`config.mk`:
```
export PLATFORM = sky130hd
export DESIGN_NAME = ring_phase_monitor
export DESIGN_NICKNAME = d
export VERILOG_FILES = /design/src/rtl/ring_phase_monitor.sv
export SDC_FILE = /design/constraint.sdc
export NUM_CORES = 1
export LEC_CHECK = 0
export BUFFER_PORTS_ARGS = -buffer_cell sky130_fd_sc_hd__buf_2
export CORE_MARGIN = 2
export CORE_UTILIZATION = 47
export DETAILED_ROUTE_END_ITERATION = 8
export GPL_ROUTABILITY_DRIVEN = 0
export PLACE_DENSITY_LB_ADDON = 0.2
export SETUP_SLACK_MARGIN = 0.15
export SYNTH_ARGS = -nofsm -noshare
export SYNTH_HDL_FRONTEND = slang
export SYNTH_SLANG_ARGS = --single-unit
```
`constraint.sdc`:
```
create_clock -name clk -period 2.4 [get_ports clk]
set_clock_uncertainty 0.2 [all_clocks]
set_input_delay 0.48 -clock clk [delete_from_list [all_inputs] [get_ports clk]]
set_output_delay 0.48 -clock clk [all_outputs]
set_load 0.01 [all_outputs]
```
`src/rtl/ring_phase_monitor.sv`:
```
// ring_phase_monitor
// Watches the one-hot phase vector of a ring counter. Classifies each enabled
// sample, tracks acquire/lock/fault state, and reports a binary phase index,
// a revolution counter and saturating error status. Every output is registered.
module ring_phase_monitor #(
  parameter int WIDTH    = 4,
  parameter int DIR      = 0,
  parameter int LOCK_CNT = 3,
  parameter int REV_W    = 8,
  parameter int ERR_W    = 4
) (
  input  logic                     clk,
  input  logic                     rst,
  input  logic                     en,
  input  logic [WIDTH-1:0]         phase_in,
  input  logic                     clr_err,
  output logic [$clog2(WIDTH)-1:0] idx_out,
  output logic                     idx_valid,
  output logic                     locked,
  output logic                     rev_tick,
  output logic [REV_W-1:0]         rev_count,
  output logic                     err_sticky,
  output logic [ERR_W-1:0]         err_count
);

  localparam int IDX_W = $clog2(WIDTH);
  localparam int CNT_W = $clog2(LOCK_CNT + 1);

  typedef enum logic [1:0] {
    S_IDLE    = 2'd0,
    S_ACQUIRE = 2'd1,
    S_LOCKED  = 2'd2,
    S_FAULT   = 2'd3
  } state_t;

  state_t             r_state, w_state_next;
  logic [CNT_W-1:0]   r_cnt, w_cnt_next, w_cnt_inc;
  logic [WIDTH-1:0]   r_prev, w_prev_next;
  logic [IDX_W-1:0]   r_idx, w_idx_next, w_idx_enc;
  logic               r_idx_valid, w_idx_valid_next;
  logic               r_rev_tick, w_rev_tick_next;
  logic [REV_W-1:0]   r_rev_count, w_rev_count_next;
  logic               r_err_sticky, w_err_sticky_next;
  logic [ERR_W-1:0]   r_err_count, w_err_count_next, w_err_base;
  logic               w_err_evt;
  logic               w_onehot, w_step, w_stall, w_wrap;
  logic [WIDTH-1:0]   w_rot;

  // Sample classification: one-hot test, expected next phase and wrap target.
  assign w_onehot  = (phase_in != '0) && ((phase_in & (phase_in - 1'b1)) == '0);
  assign w_rot     = (DIR == 0) ? {r_prev[WIDTH-2:0], r_prev[WIDTH-1]}
                                : {r_prev[0], r_prev[WIDTH-1:1]};
  assign w_step    = w_onehot && (phase_in == w_rot);
  assign w_stall   = (phase_in == r_prev);
  assign w_wrap    = (DIR == 0) ? phase_in[0] : phase_in[WIDTH-1];
  assign w_cnt_inc = r_cnt + 1'b1;

  // Binary encoding of the set bit (only meaningful when one-hot).
  always_comb begin
    w_idx_enc = '0;
    for (int i = 0; i < WIDTH; i++) begin
      if (phase_in[i]) w_idx_enc = IDX_W'(i);
    end
  end

  // Next-state and next-output logic for the lock tracker.
  always_comb begin
    w_state_next      = r_state;
    w_cnt_next        = r_cnt;
    w_prev_next       = r_prev;
    w_idx_next        = r_idx;
    w_idx_valid_next  = r_idx_valid;
    w_rev_tick_next   = 1'b0;
    w_rev_count_next  = r_rev_count;
    w_err_evt         = 1'b0;

    if (en) begin
      case (r_state)
        S_IDLE: begin
          if (w_onehot) begin
            w_state_next = S_ACQUIRE;
            w_cnt_next   = '0;
            w_prev_next  = phase_in;
          end else begin
            w_err_evt = 1'b1;
          end
        end
        S_ACQUIRE: begin
          if (w_step) begin
            w_prev_next = phase_in;
            if (w_cnt_inc == CNT_W'(LOCK_CNT)) begin
              w_state_next = S_LOCKED;
              w_cnt_next   = '0;
            end else begin
              w_cnt_next = w_cnt_inc;
            end
          end else if (w_stall) begin
            // Ring counter paused: keep waiting without penalty.
          end else if (w_onehot) begin
            // Legal phase but wrong position: resynchronise on it.
            w_err_evt   = 1'b1;
            w_cnt_next  = '0;
            w_prev_next = phase_in;
          end else begin
            w_err_evt    = 1'b1;
            w_state_next = S_IDLE;
          end
        end
        S_LOCKED: begin
          if (w_step) begin
            w_prev_next = phase_in;
            if (w_wrap) begin
              w_rev_tick_next  = 1'b1;
              w_rev_count_next = r_rev_count + 1'b1;
            end
          end else if (!w_stall) begin
            w_err_evt    = 1'b1;
            w_state_next = S_FAULT;
          end
        end
        default: begin
          // FAULT: samples are ignored until software clears the error.
        end
      endcase

      if (r_state != S_FAULT) begin
        w_idx_valid_next = w_onehot;
        if (w_onehot) w_idx_next = w_idx_enc;
      end
    end

    if (clr_err && (r_state == S_FAULT)) w_state_next = S_IDLE;

    // Clear first, then apply any same-cycle error event on top.
    w_err_base        = clr_err ? '0 : r_err_count;
    w_err_sticky_next = clr_err ? 1'b0 : r_err_sticky;
    w_err_count_next  = w_err_base;
    if (w_err_evt) begin
      w_err_sticky_next = 1'b1;
      if (w_err_base != '1) w_err_count_next = w_err_base + 1'b1;
    end
  end

  // State and output registers.
  always_ff @(posedge clk or negedge rst) begin
    if (!rst) begin
      r_state      <= S_IDLE;
      r_cnt        <= '0;
      r_prev       <= '0;
      r_idx        <= '0;
      r_idx_valid  <= 1'b0;
      r_rev_tick   <= 1'b0;
      r_rev_count  <= '0;
      r_err_sticky <= 1'b0;
      r_err_count  <= '0;
    end else begin
      r_state      <= w_state_next;
      r_cnt        <= w_cnt_next;
      r_prev       <= w_prev_next;
      r_idx        <= w_idx_next;
      r_idx_valid  <= w_idx_valid_next;
      r_rev_tick   <= w_rev_tick_next;
      r_rev_count  <= w_rev_count_next;
      r_err_sticky <= w_err_sticky_next;
      r_err_count  <= w_err_count_next;
    end
  end

  assign idx_out    = r_idx;
  assign idx_valid  = r_idx_valid;
  assign locked     = (r_state == S_LOCKED);
  assign rev_tick   = r_rev_tick;
  assign rev_count  = r_rev_count;
  assign err_sticky = r_err_sticky;
  assign err_count  = r_err_count;

endmodule

```
# [Word level (Yosys, flattened, before mapping)]
# Index checks and enable logic that the tools add are counted.
[totals] reg_bits=25 in_bits=8 out_inout_bits=18 wordCells=85
[classes] add_sub_neg=4 n_eq_ne=16 mux=37 bitwise_logic=1 n_reduce_logical=18
[ops] operator="$mux W2" count=15
[ops] operator="$mux W4" count=7
[ops] operator="$ne A4 B4 Y1 const B" count=4
[ops] operator="$pmux W4 S3" count=1
[ops] operator="$mux W1" count=11
[ops] operator="$add A8 B1 Y8 const B" count=1
[ops] operator="$eq A4 B4 Y1" count=2
[ops] operator="$reduce_and A4 Y1" count=2
[ops] operator="$reduce_and A8 Y1" count=1
[ops] operator="$reduce_bool A4 Y1" count=2
[ops] operator="$eq A2 B2 Y1 const B" count=3
[ops] operator="$ne A3 B2 Y1 const B" count=2
[ops] operator="$ne A3 B3 Y1 const B" count=2
[ops] operator="$pmux W2 S3" count=1
[ops] operator="$reduce_and A3 Y1" count=2
[ops] operator="$reduce_bool A2 Y1" count=3
[ops] operator="$add A4 B1 Y4 const B" count=1
[ops] operator="$and A4 B4 Y4" count=1
[ops] operator="$logic_not A4 Y1" count=1
[ops] operator="$pmux W2 S2" count=1
[ops] operator="$sub A4 B1 Y4 const B" count=1
[ops] operator="$logic_and A1 B1 Y1" count=3
[ops] operator="$reduce_bool A3 Y1" count=1
[ops] operator="$add A2 B1 Y2 const B" count=1
[ops] operator="7 further kinds" count=7

# [Longest topological paths before layout]
[logic_depth] depth_word=10 mapped_depth=7 ltp_nobuf=6

# [Worst setup path before layout]
# OpenSTA, ideal clock, no wires.
[synth_path] path_type="input-to-reg" start="input port phase_in[2]" end="register r_state[0]" setup_ns=0.128 t_arrival_ns=2.232 required_ns=2.072 path_slack_ns=-0.159 cell_stages=7 cell_sequence="buf_2 > xor2_1 > or4_4 > buf_6 > a211o_1 > a22oi_2 > mux2_1"
[synth_via] elab_chain_cells=9 word_cells_on_any_way=19 classes_between="add/sub (1); eq/ne (8); mux (4); bitwise (1); reduce/logical (5)"
[synth_lines] element="start: declaration" line="15" source="input logic [WIDTH-1:0] phase_in,"
[synth_lines] element="$sub A4 B1 Y4" line="50" source="assign w_onehot = (phase_in != '0) && ((phase_in & (phase_in - 1'b1)) == '0);"
[synth_lines] element="$and A4 B4 Y4" line="50"
[synth_lines] element="$logic_not A4 Y1" line="50"
[synth_lines] element="$logic_and A1 B1 Y1" line="50"
[synth_lines] element="$logic_and A1 B1 Y1" line="53" source="assign w_step = w_onehot && (phase_in == w_rot);"
[synth_lines] element="$mux W2" line="89" source="if (w_step) begin"
[synth_lines] element="$pmux W2 S3" line="78" source="case (r_state)"
[synth_lines] element="$mux W2" line="77" source="if (en) begin"
[synth_lines] element="$mux W2" line="132" source="if (clr_err && (r_state == S_FAULT)) w_state_next = S_IDLE;"
[synth_lines] element="end signal: assignment" line="157" source="r_state <= w_state_next;"
[synth_lines] element="end: declaration" line="36" source="state_t r_state, w_state_next;"
# Parallel ways exist; a longest one is shown, timed or not. The select of a mux whose other input is x is not followed.
# A chain may end at the register's enable or synchronous reset.

# [Worst setup path in the final report]
[layout_path] start="register r_prev[1]" end="register r_state[0]"
[layout_via] elab_chain_cells=6 word_cells_on_any_way=13 classes_between="eq/ne (7); mux (4); reduce/logical (2)"
[layout_lines] element="start: declaration" line="38" source="logic [WIDTH-1:0] r_prev, w_prev_next;"
[layout_lines] element="start signal: assignment" line="159" source="r_prev <= w_prev_next;"
[layout_lines] element="$eq A4 B4 Y1" line="53"
[layout_lines] element="$logic_and A1 B1 Y1" line="53"
[layout_lines] element="$mux W2" line="89"
[layout_lines] element="$pmux W2 S3" line="78"
[layout_lines] element="$mux W2" line="77"
[layout_lines] element="$mux W2" line="132"
# Parallel ways exist; a longest one is shown, timed or not. The select of a mux whose other input is x is not followed.

==> impl_metrics.json <==
{
  "status": "completed",
  "clk_pin_slew_ns": 0.15,
  "fill_cells": 258,
  "setup_viol": 0,
  "clockBufferDepth": 2,
  "tightest_slew_ns": 0.572,
  "grt_max_degree": 26,
  "hold_path_class": "primary input to flop",
  "async_reset_ff_share_pct": 100,
  "crit_path_start_kind": "flop",
  "crit_slowest_cell": "or4_4",
  "diodes": 0,
  "max-slew-margin-rel_pct": 61.8,
  "hpwl_mm": 2.30,
  "seq_area_frac_synth_pct": 42.0,
  "fin_cells": 235,
  "cts_tree": "done",
  "start_util_pct": 49.2,
  "synth_warnings": 0,
  "synth_cells": 142,
  "syn_nets": 157,
  "drv_cap": 0,
  "syn2layout_area_growth_pct": 27.3,
  "ant_nets": 0,
  "grt_overflow": 0,
  "place_inst": 224,
  "max_freq_ghz": 0.440,
  "postLayoutCoreUtil_pct": 62.6,
  "path_cells": "xor2_1, or4_4, a211o_1, a22oi_2, mux2_4",
  "synthesis.area_um2": 1490,
  "cts_num_sinks": 25,
  "synth_ff_type": "dfrtp_1",
  "drtIter0Drc": 38,
  "cts_buffers": 3,
  "slew_violations": 0,
  "die_h_um": 60.3,
  "routed_wl_mm": 3.14,
  "worst-path-max-fanout": 6,
  "core_region_area_um2": 3030,
  "fin_nets": 207,
  "synth_edf_count": 0,
  "detail_route.wl_per_cell_um": 13.4,
  "cp.arrival_ns": 2.30,
  "crit_type": "flop to flop",
  "cp-end-kind": "flop",
  "cpPeakStageDelay_ns": 0.58,
  "grt_pass1_wl_mm": 5.06,
  "cellLeakagePower_uw": 0.000937,
  "via_count": 1236,
  "io_pins": 26,
  "h-tree-depth": 1,
  "min_period_ns": 2.27,
  "yosysUniqueCellTypes": 42,
  "root_buffer": "clkbuf_4",
  "whs_ns": 0.215,
  "fp.dieW_um": 60.3,
  "fp.dieArea_um2": 3630,
  "grt_pass1_vias": 1146,
  "irDropWorstVdd_v": 0.000438,
  "vias_per_cell": 5.26,
  "total_power_uw": 1640,
  "drt-pass1-iter-count": 4,
  "finalHoldViolCount": 0,
  "power.density_nw_per_um2": 863,
  "clkLatencyLatePin_ns": 0.33,
  "antenna_found_initial": 0,
  "drive_gt1_share_pct": 34.6,
  "required_ns": 2.43,
  "post-route-drc-count": 0,
  "synth-seq-cells": 25,
  "io_buffer_count": 25,
  "syn_avg_cell_area_um2": 10.5,
  "globalRouteTotalUtil_pct": 18.8,
  "grt_setup_unrepaired": "true",
  "rows": 20,
  "fin_crit_sh_pct": 94.7
}
where the power goes:
group	internal (µW)	switching (µW)
registers	510	73.5
logic	435	417
clock network	62.7	138
total	1010	628
routing by layer:
metal	global-route usage, %	part of all wire [%]
met5	0	0
met4	7.94	1.9
met3	3.46	3.5
met2	32.6	51
met1	22.6	43
path summary, 6_finish.rpt:
check                                  start            to  slack [ns]  cells past startpoint
worst max-delay path               r_prev[1]    r_state[0]        0.13                      5
worst min-delay path                 clr_err    err_sticky        0.21                      2
worst max register to register     r_prev[1]    r_state[0]        0.13                      5
worst min register to register  rev_count[7]  rev_count[7]        0.30                      1
max in group asynchronous                rst    r_state[1]        1.17                      2
min in group asynchronous                rst  rev_count[4]        0.45                      2
cell families (layout without fill, tap and decap cells):
group / count (synthesis) / count (layout) / share of synthesized area, %
fa+ha+maj: 7 / 7 / 5.88
simple gates: 43 / 43 / 17.2
buf+inv: 12 / 61 / 4.28
compound gates: 33 / 33 / 17.0
mux: 5 / 5 / 3.61
flops: 25 / 25 / 42.0
xor+xnor: 17 / 17 / 10.0
layout make-up:
class	instances	area [µm²]	share of cell area, %
multi-input combinational	105	835	44.0
clock inverter	1	5.00	0.264
tap	44	55.1	2.90
inverter	6	22.5	1.19
timing repair buffer	51	330	17.4
sequential	25	626	33.0
clock buffer	3	22.5	1.19
flip-flops by register name, indices dropped and copies added, names as in the netlist:
register / count
rev_tick: 1
r_prev: 4
idx_out: 2
err_count: 4
r_cnt: 2
err_sticky: 1
idx_valid: 1
r_state: 2
rev_count: 8
timing repair:
action / CTS / global route
setup endpoints to repair: 3 / 16
resized for setup: 1 / 6
endpoints found under the hold margin: 25 / 0
setup buffers: 4 / 2
pin swaps: 1 / 2
hold buffers: 1 / 0
gates cloned: 0 / 0
synthesized netlist by cell type, types with 4 or more instances:
cell,count,area share (%)
nor2b_1,4,1.7
inv_1,6,1.5
nor2_1,8,2.0
nand2b_1,4,1.7
xor2_1,8,4.7
ha_1,7,5.9
a22o_1,4,2.4
nand4_1,5,2.1
xnor2_1,9,5.3
a21oi_1,7,2.4
o21ai_0,6,2.0
dfrtp_1,25,42
nand2_1,6,1.5
nand3_1,6,2.0
worst max-delay path: cells and delay by family (launching register included):
family | cells | cell delay, ns
and+or+nand+nor | 1 | 0.58
xor gates and xnor gates | 1 | 0.18
AOI/OAI and AO/OA | 2 | 0.46
muxes | 1 | 0.32
DFF | 1 | 0.42
through the flow:
stage | setup slack [ns] | area (µm²) | TNS (ns)
after floorplan | -0.0674 | 1520 | -0.0674
after global placement | -0.0555 | 1780 | -0.0655
after detailed placement | -0.115 | 1780 | -0.193
after CTS | 0.128 | 1850 | 0
after global routing | 0.0711 | 1900 | 0
final | 0.128 | 1900 | 0
layout by cell type, fill, tap and decap left out, drive strengths merged, types with 2 or more instances in the layout:
| cell | instances |
|---|---|
| o21ai | 6 |
| nand4 | 5 |
| nor4 | 2 |
| xor2 | 8 |
| a22o | 4 |
| nor2 | 8 |
| mux2 | 3 |
| nand3 | 6 |
| dfrtp | 25 |
| mux2i | 2 |
| clkbuf | 3 |
| xnor2 | 9 |
| nor4b | 2 |
| o31ai | 2 |
| inv | 6 |
| nor2b | 4 |
| buf | 50 |
| nand2b | 4 |
| a211o | 3 |
| nand2 | 6 |
| a21oi | 7 |
| ha | 7 |
No activity file was read; power rests on OpenSTA's default activity.
